==> src/rtl/common.sv <==
// Shared definitions for the keyboard front end: machine/turbo types,
// receiver state encoding, PS/2 scan-code constants and a parity helper.
package common;

  typedef enum logic [1:0] {
    MACH_48K,
    MACH_128K,
    MACH_PENTAGON,
    MACH_SCORPION
  } machine_t;

  typedef enum logic [1:0] {
    TURBO_NONE,
    TURBO_X2,
    TURBO_X4,
    TURBO_X8
  } turbo_t;

  typedef enum logic [1:0] {
    IDLE,
    DATA,
    PARITY,
    STOP
  } rx_state_t;

  localparam int FILTER_LEN = 8;
  localparam int TIMEOUT    = 4095;

  localparam logic [7:0] SC_E0     = 8'hE0;
  localparam logic [7:0] SC_F0     = 8'hF0;
  localparam logic [7:0] SC_E1     = 8'hE1;
  localparam logic [7:0] SC_F11    = 8'h78;
  localparam logic [7:0] SC_CTRL   = 8'h14;
  localparam logic [7:0] SC_ALT    = 8'h11;
  localparam logic [7:0] SC_DEL    = 8'h71;
  localparam logic [7:0] SC_BAT_OK = 8'hAA;
  localparam logic [7:0] SC_ACK    = 8'hFA;

  // PS/2 uses odd parity: data bits plus parity bit hold an odd number of ones.
  function automatic logic odd_parity_ok(input logic [7:0] data, input logic par);
    return ^{data, par};
  endfunction

endpackage

==> src/rtl/ps2_rx.sv <==
// PS/2 byte receiver: synchronises and deglitches the keyboard lines, frames
// start/data/parity/stop bits and aborts frames that stall mid-way.
module ps2_rx
  import common::*;
(
  input  logic       clk28,
  input  logic       rst,
  input  logic       ps2_clk,
  input  logic       ps2_dat,
  output logic [7:0] code,
  output logic       code_valid,
  output logic       timeout
);

  localparam int FLT_W = $clog2(FILTER_LEN);
  localparam int TO_W  = $clog2(TIMEOUT + 1);

  logic             r_clk_s1, r_clk_s2, r_dat_s1, r_dat_s2;
  logic             r_clk_f;
  logic [FLT_W-1:0] r_flt_cnt;
  rx_state_t        r_state, w_state_nxt;
  logic [7:0]       r_shift;
  logic [2:0]       r_bit_cnt;
  logic             r_par;
  logic [TO_W-1:0]  r_idle_cnt;
  logic [7:0]       r_code;
  logic             r_code_valid;
  logic             r_timeout;
  logic             w_flt_flip, w_fall, w_timeout;

  always_ff @(posedge clk28 or posedge rst) begin
    if (rst) begin
      r_clk_s1 <= 1'b1;
      r_clk_s2 <= 1'b1;
      r_dat_s1 <= 1'b1;
      r_dat_s2 <= 1'b1;
    end else begin
      r_clk_s1 <= ps2_clk;
      r_clk_s2 <= r_clk_s1;
      r_dat_s1 <= ps2_dat;
      r_dat_s2 <= r_dat_s1;
    end
  end

  // Filtered clock flips on the FILTER_LEN-th consecutive differing sample.
  assign w_flt_flip = (r_clk_s2 != r_clk_f) && (r_flt_cnt == FLT_W'(FILTER_LEN - 1));
  assign w_fall     = w_flt_flip & r_clk_f;
  assign w_timeout  = (r_state != IDLE) && (r_idle_cnt == TO_W'(TIMEOUT));

  always_ff @(posedge clk28 or posedge rst) begin
    if (rst) begin
      r_flt_cnt <= '0;
      r_clk_f   <= 1'b1;
    end else if (r_clk_s2 == r_clk_f) begin
      r_flt_cnt <= '0;
    end else if (w_flt_flip) begin
      r_flt_cnt <= '0;
      r_clk_f   <= r_clk_s2;
    end else begin
      r_flt_cnt <= r_flt_cnt + FLT_W'(1);
    end
  end

  always_ff @(posedge clk28 or posedge rst) begin
    if (rst) r_state <= IDLE;
    else     r_state <= w_state_nxt;
  end

  always_comb begin
    w_state_nxt = r_state;
    if (w_timeout) begin
      w_state_nxt = IDLE;
    end else if (w_fall) begin
      case (r_state)
        IDLE:    w_state_nxt = r_dat_s2 ? IDLE : DATA;
        DATA:    w_state_nxt = (r_bit_cnt == 3'd7) ? PARITY : DATA;
        PARITY:  w_state_nxt = STOP;
        STOP:    w_state_nxt = IDLE;
        default: w_state_nxt = IDLE;
      endcase
    end else begin
      w_state_nxt = r_state;
    end
  end

  always_ff @(posedge clk28 or posedge rst) begin
    if (rst) begin
      r_shift      <= 8'h00;
      r_bit_cnt    <= 3'd0;
      r_par        <= 1'b0;
      r_code       <= 8'h00;
      r_code_valid <= 1'b0;
    end else begin
      r_code_valid <= 1'b0;
      if (w_fall && !w_timeout) begin
        case (r_state)
          IDLE: r_bit_cnt <= 3'd0;
          DATA: begin
            r_shift   <= {r_dat_s2, r_shift[7:1]};
            r_bit_cnt <= r_bit_cnt + 3'd1;
          end
          PARITY: r_par <= r_dat_s2;
          STOP: begin
            if (r_dat_s2 && odd_parity_ok(r_shift, r_par)) begin
              r_code       <= r_shift;
              r_code_valid <= 1'b1;
            end
          end
          default: r_bit_cnt <= 3'd0;
        endcase
      end
    end
  end

  // Idle watchdog: any filtered edge proves the keyboard is still clocking.
  always_ff @(posedge clk28 or posedge rst) begin
    if (rst) begin
      r_idle_cnt <= '0;
      r_timeout  <= 1'b0;
    end else begin
      r_timeout <= w_timeout;
      if (w_flt_flip || (r_state == IDLE) || w_timeout) r_idle_cnt <= '0;
      else                                              r_idle_cnt <= r_idle_cnt + TO_W'(1);
    end
  end

  assign code       = r_code;
  assign code_valid = r_code_valid;
  assign timeout    = r_timeout;

endmodule

==> src/rtl/ps2_hotkeys.sv <==
// Hotkey decoder on top of the PS/2 receiver: tracks E0/F0/E1 prefixes and
// drives the magic (F11), pause (Pause/Break) and reboot (Ctrl+Alt+Del) levels.
module ps2_hotkeys
  import common::*;
(
  input  logic       clk28,
  input  logic       rst,
  input  logic       ps2_clk,
  input  logic       ps2_dat,
  output logic       magic_button,
  output logic       pause_button,
  output logic       reboot_button,
  output logic       code_valid,
  output logic [7:0] code
);

  logic [7:0] w_code;
  logic       w_code_valid, w_timeout, w_held;
  logic       r_ext, r_brk;
  logic [2:0] r_e1_skip;
  logic       r_magic, r_pause, r_reboot;
  logic       r_ctrl_l, r_ctrl_r, r_alt_l, r_alt_r, r_del;

  ps2_rx u_rx (
    .clk28      (clk28),
    .rst        (rst),
    .ps2_clk    (ps2_clk),
    .ps2_dat    (ps2_dat),
    .code       (w_code),
    .code_valid (w_code_valid),
    .timeout    (w_timeout)
  );

  assign w_held = ~r_brk;

  // Prefix bytes accumulate in any order; the Pause sequence swallows 7 trailing bytes.
  always_ff @(posedge clk28 or posedge rst) begin
    if (rst) begin
      r_ext     <= 1'b0;
      r_brk     <= 1'b0;
      r_e1_skip <= 3'd0;
      r_magic   <= 1'b0;
      r_pause   <= 1'b0;
      r_ctrl_l  <= 1'b0;
      r_ctrl_r  <= 1'b0;
      r_alt_l   <= 1'b0;
      r_alt_r   <= 1'b0;
      r_del     <= 1'b0;
    end else if (w_timeout) begin
      r_ext     <= 1'b0;
      r_brk     <= 1'b0;
      r_e1_skip <= 3'd0;
    end else if (w_code_valid) begin
      if (r_e1_skip != 3'd0) begin
        r_e1_skip <= r_e1_skip - 3'd1;
      end else begin
        case (w_code)
          SC_E1: begin
            r_pause   <= ~r_pause;
            r_e1_skip <= 3'd7;
            r_ext     <= 1'b0;
            r_brk     <= 1'b0;
          end
          SC_E0: r_ext <= 1'b1;
          SC_F0: r_brk <= 1'b1;
          default: begin
            r_ext <= 1'b0;
            r_brk <= 1'b0;
            case (w_code)
              SC_F11:  if (!r_ext) r_magic <= w_held;
              SC_CTRL: if (r_ext) r_ctrl_r <= w_held; else r_ctrl_l <= w_held;
              SC_ALT:  if (r_ext) r_alt_r <= w_held; else r_alt_l <= w_held;
              SC_DEL:  if (r_ext) r_del <= w_held;
              SC_BAT_OK, SC_ACK: begin
                r_magic  <= 1'b0;
                r_ctrl_l <= 1'b0;
                r_ctrl_r <= 1'b0;
                r_alt_l  <= 1'b0;
                r_alt_r  <= 1'b0;
                r_del    <= 1'b0;
              end
              default: r_ext <= 1'b0;
            endcase
          end
        endcase
      end
    end
  end

  always_ff @(posedge clk28 or posedge rst) begin
    if (rst) r_reboot <= 1'b0;
    else     r_reboot <= (r_ctrl_l | r_ctrl_r) & (r_alt_l | r_alt_r) & r_del;
  end

  assign magic_button  = r_magic;
  assign pause_button  = r_pause;
  assign reboot_button = r_reboot;
  assign code_valid    = w_code_valid;
  assign code          = w_code;

endmodule
==> config.mk <==
export PLATFORM = sky130hd
export DESIGN_NAME = ps2_hotkeys
export DESIGN_NICKNAME = d
export VERILOG_FILES = /design/src/rtl/common.sv /design/src/rtl/ps2_rx.sv /design/src/rtl/ps2_hotkeys.sv
export SDC_FILE = /design/constraint.sdc
export NUM_CORES = 1
export LEC_CHECK = 0
export CAP_MARGIN = 20
export CORE_UTILIZATION = 63
export CTS_CLUSTER_SIZE = 20
export DETAILED_ROUTE_END_ITERATION = 7
export PLACE_DENSITY = 0.84
export SLEW_MARGIN = 10
export SYNTH_ARGS = -nofsm -noshare
export SYNTH_HDL_FRONTEND = slang
export SYNTH_SLANG_ARGS = --single-unit
export TNS_END_PERCENT = 20
==> constraint.sdc <==
create_clock -name clk28 -period 5.1 [get_ports clk28]
set_input_delay 0.51 -clock clk28 [delete_from_list [all_inputs] [get_ports clk28]]
set_output_delay 0.51 -clock clk28 [all_outputs]
set_load 0.02 [all_outputs]
; ---- Word level (Yosys, flattened, before mapping)
; Cells that the tools add are included.
; W data, S select, Z words.
[totals]
ff_bits = 57
out_inout_bits = 12
input_bits = 4
word_cells = 134
[classes]
n_mux = 32
add_sub_neg = 4
n_bitwise = 11
n_reduce_logical = 36
eq_ne = 26
[op_table]
columns = op, count
row1 = $eq A8 B8 Y1 const B, 5
row2 = $reduce_and A6 Y1, 6
row3 = $mux W3, 6
row4 = $eq A8 B5 Y1 const B, 2
row5 = $eq A8 B7 Y1 const B, 2
row6 = $pmux W1 S2, 8
row7 = $reduce_bool A2 Y1, 8
row8 = $add A12 B1 Y12 const B, 1
row9 = $eq A12 B12 Y1 const B, 1
row10 = $mux W1, 12
row11 = $mux W12, 1
row12 = $ne A2 B2 Y1 const B, 6
row13 = $reduce_and A2 Y1, 5
row14 = $reduce_and A3 Y1, 3
row15 = $reduce_xor A9 Y1, 1
row16 = $pmux W2 S4, 1
row17 = $add A3 B1 Y3 const B, 2
row18 = $eq A3 B3 Y1 const B, 2
row19 = $mux W2, 3
row20 = $ne A2 B1 Y1 const B, 3
row21 = $not A1 Y1, 6
row22 = $pmux W3 S2, 1
row23 = $reduce_bool A3 Y1, 2
row24 = $eq A2 B2 Y1 const B, 2
row25 = other kinds (13), 20

; ---- Longest topological paths before layout
; Gate-level depths: netlist of run 1.
[logic_depth]
ltp_word = 5
depth_mapped = 7
depth_no_buf = 7

; ---- By module
; Synthesis of run 1 repeated with hierarchy kept, for this count alone.
[hier_totals]
hier_cells = 228
area_unflattened_um2 = 2761.4
[modules_own_cells]
columns = mod, area_per_inst_um2, seq_area_each_um2, cells_per_inst, instances
row1 = ps2_rx, 1918.1, 1107.3, 149, 1
row2 = ps2_hotkeys, 843.3, 325.3, 79, 1

; ---- Least setup slack after synthesis of run 1
; Ideal clock, no wire load.
[synth_path]
path_type = register to register
from = reg u_rx.r_idle_cnt[0]
to = reg u_rx.r_bit_cnt[0]
path_buffers = 0
setup_time_ps = 125
arrival_time_ps = 1925
path_stages_with_launch = 7
slack_ps = 3050
period_less_slack_ps = 2050
required_ps = 4975
path_cell_list = dfrtp_1 -> ha_1 -> and4_1 -> and4_1 -> o21a_1 -> nor3_1 -> mux2_2
[synth_via]
elab_chain_cells = 5
[synth_rtl]
columns = item, line_no
row1 = start: declaration, ps2_rx.sv:25  ; logic [TO_W-1:0] r_idle_cnt;
row2 = start signal: assignment, ps2_rx.sv:123  ; else r_idle_cnt <= r_idle_cnt + TO_W'(1);
row3 = $eq A12 B12 Y1, ps2_rx.sv:48  ; assign w_timeout = (r_state != IDLE) && (r_idle_cnt == TO_W'(TIMEOUT));
row4 = $logic_and A1 B1 Y1, ps2_rx.sv:48
row5 = named net u_rx.w_timeout, ps2_rx.sv:29  ; logic w_flt_flip, w_fall, w_timeout;
row6 = $logic_not A1 Y1, ps2_rx.sv:95  ; if (w_fall && !w_timeout) begin
row7 = $logic_and A1 B1 Y1, ps2_rx.sv:95
row8 = $reduce_and A2 Y1 (no line), n/a
row9 = end signal: assignment, ps2_rx.sv:100  ; r_bit_cnt <= r_bit_cnt + 3'd1;
row10 = end: declaration, ps2_rx.sv:23  ; logic [2:0] r_bit_cnt;
; The timed path passes the listed nets, and every way through them passes these cells.
; A chain may end at the register's enable or synchronous reset.

; ---- Final worst setup path of run 1
; Ends and elaborated chain as after synthesis.

==> run metrics, run 1 <==
initial antenna violation count=0; FFs w/ async S/R, synth=1.000; Critical Path RT=5.32 ns; post-CTS sizing=0; VDD IR max=around 0.00028 V; outcome=finished clean; Yosys reg bits=between 50 and 60; HP Class=reg -> reg; post-synthesis sequential area ratio=0.5432; maximum clock rate=451.0 MHz; global-route wire length before repair=between 7000 and 8000 um; die area=0.004450 mm^2; Gate Count Post-Synth=between 200 and 250; mux cell area share after synthesis=0.08871; Static Leak=between 1 and 1.5 nW; Worst Skew=0.006299 ns; maxcap violations=0; DR pass1 iterations=6; Reg clk slew, reported paths=about 0.060 ns; Iter 0 DRT Violations=about 170; post-layout min period=about 2.2 ns; # clock sinks=57; main flop type after synthesis=dfrtp_1; DR vias/cell=5.748; xor and xnor area share after synthesis=0.07495; Top delay family on crit path=simple AND/OR/NAND/NOR gates; # setup viols final=0; post-CTS setup buffers=0; setup_tns=0 ns; Startpoint Class=flip-flop; CTS Hold Bufs=0; TritonCTS clock tree=yes; HPWL after detailed placement=3086 um; simple-gate share of the synthesized area=0.1622; commonest non-fill, non-tap cell in the layout=dfrtp_1; Clock Latency Late Sink=0.33 ns; Worst path slowest cell=dfrtp_1; WL per Instance=between 10 and 15 um; crit path capture type=flip-flop; post-synthesis compound-gate area fraction=0.07543; # IOs=16; synthesis-to-finish area growth=14.99%; Die Width=approximately 67 um; crit path cell chain=ha_1, and4_1, and4_1, o21a_1, nor3_1, mux2_2; crit-path max FO=5; Worst-Margin Slew=just under 0.7 ns; register area=0.001433 mm^2; number of synthesized flops with an enable pin=0; Total Routing Usage GR=0.2427; Hold Vio Cnt, Final=0; # diodes=0; multi-input logic area=approximately 0.0011 mm^2; total core area=about 0.004 mm^2; nets@finish=266; Relative slew margins=0.5425; delay of the slowest critical-path stage=between 0.4 and 0.5 ns; Filler cells=about 270; CTS max path bufs=2; unrepaired setup endpoints after global routing=no; Worst Setup Path Type=reg -> reg; period utilisation layout=0.4347; Ys Warns=0; number of buffers created by CTS=9; Yosys cell types=43; commonest non-fill, non-tap cells in the layout=dfrtp_1, nor2_1, mux2_2; die height=roughly 67 um; Synthesized Nets=roughly 240; crit path DAT=2.43 ns; initial core utilization=0.6594; largest net degree at the start of global routing=58; Post-DRT Antenna Nets=0; max-slew violation count=0; most frequent cell on the critical path=and4_1; Post-Synth Adder-Cell Area=0.03321; layout cells sized above 1=0.1692; syn avg cell area=11.42 um^2; CTS root buf=clkbuf_8; CTS HTree Levels=3; largest family of logic cells by synthesized area=simple AND/OR/NAND/NOR gates; vias in the first global route=between 1500 and 2000; Placer Congestion=0.7296; grt ovf=0; final wirelength=approximately 4500 um; routed vias=roughly 1800; PD cells=around 300 mW/mm^2; cell row count=23; cell area after synthesis=about 0.0026 mm^2; # port buffers=15; Worst Path Buf+Inv=0; final hold slack=between 0.3 and 0.4 ns; DRC Markers=0
-- Yosys cell counts, drive strengths merged (2+ instances only) --
library cell	instances	share of area
nor3	4	0.0095
nor2b	4	0.0095
o21ai	9	0.017
a21oi	7	0.013
ha	7	0.033
a22o	2	0.0066
nand2	13	0.019
nor4	4	0.0095
and2	3	0.0071
nor3b	2	0.0057
mux2	19	0.081
and3	3	0.0071
nor2	22	0.031
a21o	3	0.0085
nand4	2	0.0071
xor2	11	0.037
dfrtp	52	0.49
and4	3	0.010
mux2i	2	0.0076
nand4b	2	0.0066
nand3b	2	0.0057
o21a	3	0.0085
dfstp	5	0.050
buf	2	0.0038
nand3	9	0.017
a311oi	2	0.0066
xnor2	9	0.030
inv	12	0.017
-- registers in the layout, summed over array words and instances (netlist names), 2 cells and up --
name             count
r_e1_skip            3
u_rx.r_state         2
u_rx.code            8
u_rx.r_flt_cnt       3
u_rx.r_bit_cnt       3
u_rx.r_shift         8
u_rx.r_idle_cnt     12
-- final cells by class --
cell class | count | area share
clock buffers | 13 | 0.04909
clock inverters | 3 | 0.01320
inverters | 12 | 0.01485
multi-input cells | 159 | 0.3779
flip-flops and latches | 57 | 0.4724
well taps | 50 | 0.02063
repair buffers | 16 | 0.05198
-- kinds of logic after synthesis --
kind of cell,count (synthesis)
simple gates,79
flops,57
compound gates,31
xor+xnor,21
mux,21
buf+inv,15
fa+ha+maj,7
-- report_power, final --
| part | switching [W] | total [W] | internal [W] |
|---|---|---|---|
| Clock | 0.000168 | 0.000406 | 0.000238 |
| Sequential | 0.00000834 | 0.000479 | 0.000470 |
| Combinational | 0.0000193 | 0.0000362 | 0.0000169 |
| Total | 0.000196 | 0.000921 | 0.000725 |
-- path summary, 6_finish.rpt --
path	startpoint	endpoint	slack [ns]	cells after the start
min	u_rx.r_dat_s1	u_rx.r_dat_s2	0.36	0
max	u_rx.r_idle_cnt[0]	u_rx.r_bit_cnt[0]	2.88	6
max reg2reg	u_rx.r_idle_cnt[0]	u_rx.r_bit_cnt[0]	2.88	6
max in group asynchronous	rst	u_rx.r_flt_cnt[1]	3.96	3
min reg2reg	u_rx.r_dat_s1	u_rx.r_dat_s2	0.36	0
min in group asynchronous	rst	r_e1_skip[2]	0.69	3
-- stage by stage --
step	utilization	setup WS [ns]	total power, W	cell area, um^2	cells
after detailed placement	0.7110	2.911	0.0005237	2844	294
final	0.7582	2.883	0.0009208	3033	310
after CTS	0.7582	2.871	0.0009296	3033	310
after global placement	0.7110	2.951	0.0005234	2844	294
after global routing	0.7582	2.719	0.0009608	3033	310
after floorplan	-	3.050	0.0005133	2638	231
-- layer usage --
layer	routed length, um	share of wire	vias up	global-route usage
met5	0	0	-	0
met4	135	0.030	0	0.1277
met3	177	0.039	12	0.07363
met2	2163	0.48	47	0.3939
met1	2046	0.45	866	0.2877
li1	-	-	857	-
No activity file was read; power rests on OpenSTA's default activity.
==> run 2: changes to the inputs <==
- CORE_UTILIZATION: 63 -> 58
- PLACE_DENSITY: 0.84 -> 0.78
- clock period: 5.1 -> 2.2 ns (I/O delays scaled with it)
==> run 2 against run 1 <==
Compared with the run above: non-clock buffer count is 3 higher; sequential cell count stayed put; critical path depth stayed put; cell area is 2.9% higher; cell count is 1.6% higher; via count is 1.6% lower; sequential share of layout area is 1.3 points lower; count of clock-buffer cells in the layout is 1 lower; hold slack worse by 0.093 ns; register-to-register slack worse by 2.7 ns; sequential power is 130% higher; global-route usage is 3.5 points lower; critical path type unchanged; largest cell class unchanged; largest power group is now clock.
==> run metrics, run 2 (synthesized netlist as in run 1, its figures left out) <==
Hold Vio Cnt, Final=0; DR pass1 iterations=4; DRC Markers=0; outcome=finished clean; crit path DAT=approximately 2.2 ns; WL per Instance=between 10 and 15 um; maximum clock rate=about 500 MHz; # port buffers=15; Reg clk slew, reported paths=0.06 ns; Total Routing Usage GR=0.2079; total core area=around 0.0044 mm^2; initial antenna violation count=0; global-route wire length before repair=around 8000 um; commonest non-fill, non-tap cell in the layout=dfrtp_1; VDD IR max=about 0.00052 V; vias in the first global route=around 1800; HPWL after detailed placement=between 2000 and 3000 um; final wirelength=approximately 4400 um; Die Width=69.44 um; final hold slack=0.2617 ns; unrepaired setup endpoints after global routing=no; layout cells sized above 1=0.1901; cell row count=24; Worst Skew=~0.0043 ns; nets@finish=approximately 270; Power, Total=between 0.002 and 0.0025 W; TritonCTS clock tree=yes; Critical Path RT=around 2.4 ns; post-CTS sizing=0; # IOs=16; Static Leak=1.471 nW; crit path capture type=flip-flop; die height=between 60 and 70 um; CTS root buf=clkbuf_8; Clock Latency Late Sink=0.33 ns; routed vias=~1800; cell count after placement=about 300; CTS HTree Levels=3; CTS Hold Bufs=0; DR vias/cell=around 5.6; post-CTS setup buffers=0; synthesis-to-finish area growth=18.31%; # diodes=0; crit-path max FO=5; Worst-Margin Slew=slightly below 0.5 ns; Most flops, register=u_rx.r_idle_cnt; period utilisation layout=0.9190; number of buffers created by CTS=9; # clock sinks=57; initial core utilization=0.6057; r2r endpoint=u_rx.r_bit_cnt[0]; setup_tns=0 ns; Final Util=0.7167; post-layout min period=roughly 2 ns; HP Class=in -> async; PD cells=about 750 mW/mm^2; largest net degree at the start of global routing=just under 60; Relative slew margins=0.6698; maxcap violations=0; final std cells w/o fill=315; FF-to-FF setup slack=~0.18 ns; max-slew violation count=0; grt ovf=0; Worst R2R Path Depth=6; CTS max path bufs=2; Post-DRT Antenna Nets=0; commonest non-fill, non-tap cells in the layout=dfrtp_1, nor2_1, mux2_2; Startpoint Class=flip-flop; Worst Setup Path Type=reg -> reg; # setup viols final=0; Placer Congestion=approximately 0.73; FF-to-FF Start=u_rx.r_idle_cnt[0]; Iter 0 DRT Violations=74; number of flip-flops in the largest register=12; die area=just under 0.005 mm^2
## run 2: cell count changes in the layout (fill, tap and decap cells not counted)
| cell | before | now |
|---|---|---|
| clkbuf_1 | 3 | 0 |
| clkbuf_8 | 10 | 12 |
| buf_12 | 0 | 1 |
| bufinv_16 | 1 | 2 |
| clkinv_4 | 0 | 1 |
| clkinv_2 | 2 | 1 |
| buf_4 | 1 | 3 |
## run 2: routing by layer
layer / wire length [um] / GRT usage / vias up
li1: - / - / 860
met1: 2134 / 0.2584 / 861
met2: 2006 / 0.3204 / 23
met3: 139 / 0.05669 / 9
met4: 84 / 0.1338 / 0
met5: 0 / 0 / -
## run 2: where the power goes
group,switching [W],internal [W]
combinational,0.0000452,0.0000417
sequential,0.0000208,0.00109
clock,0.000407,0.000730
total,0.000473,0.00186
## run 2: how the worst max path moves through the flow
stage                             from           endpoint  slack (ns)
global placement    u_rx.r_idle_cnt[0]       u_rx.code[3]        0.20
floorplan           u_rx.r_idle_cnt[0]  u_rx.r_bit_cnt[0]        0.15
global route        u_rx.r_idle_cnt[0]       u_rx.code[1]        0.03
finish              u_rx.r_idle_cnt[0]  u_rx.r_bit_cnt[0]        0.18
detailed placement  u_rx.r_idle_cnt[0]       u_rx.code[4]        0.17
CTS                 u_rx.r_idle_cnt[0]       u_rx.code[4]        0.16
## run 2: area by class of cell
cell class	instances	area [um^2]
repair buffers	19	192.7
fillers	298	1234
inverters	12	45.04
multi-input cells	159	1146
flip-flops and latches	57	1433
well taps	52	65.06
clock inverters	4	73.82
clock buffers	12	165.2
## run 2: stage by stage
| stage | cell area (um^2) | setup slack, ns |
|---|---|---|
| floorplan | 2638 | 0.1501 |
| global placement | 2882 | 0.2038 |
| detailed placement | 2882 | 0.1723 |
| CTS | 3120 | 0.1587 |
| global route | 3120 | 0.02768 |
| finish | 3120 | 0.1781 |
## run 2: critical path: stages (launching register included)
cell	delay [ns]
dfrtp_1	0.40
ha_1	0.24
and4_1	0.23
and4_1	0.26
o21a_1	0.17
nor3_1	0.23
mux2_2	0.37
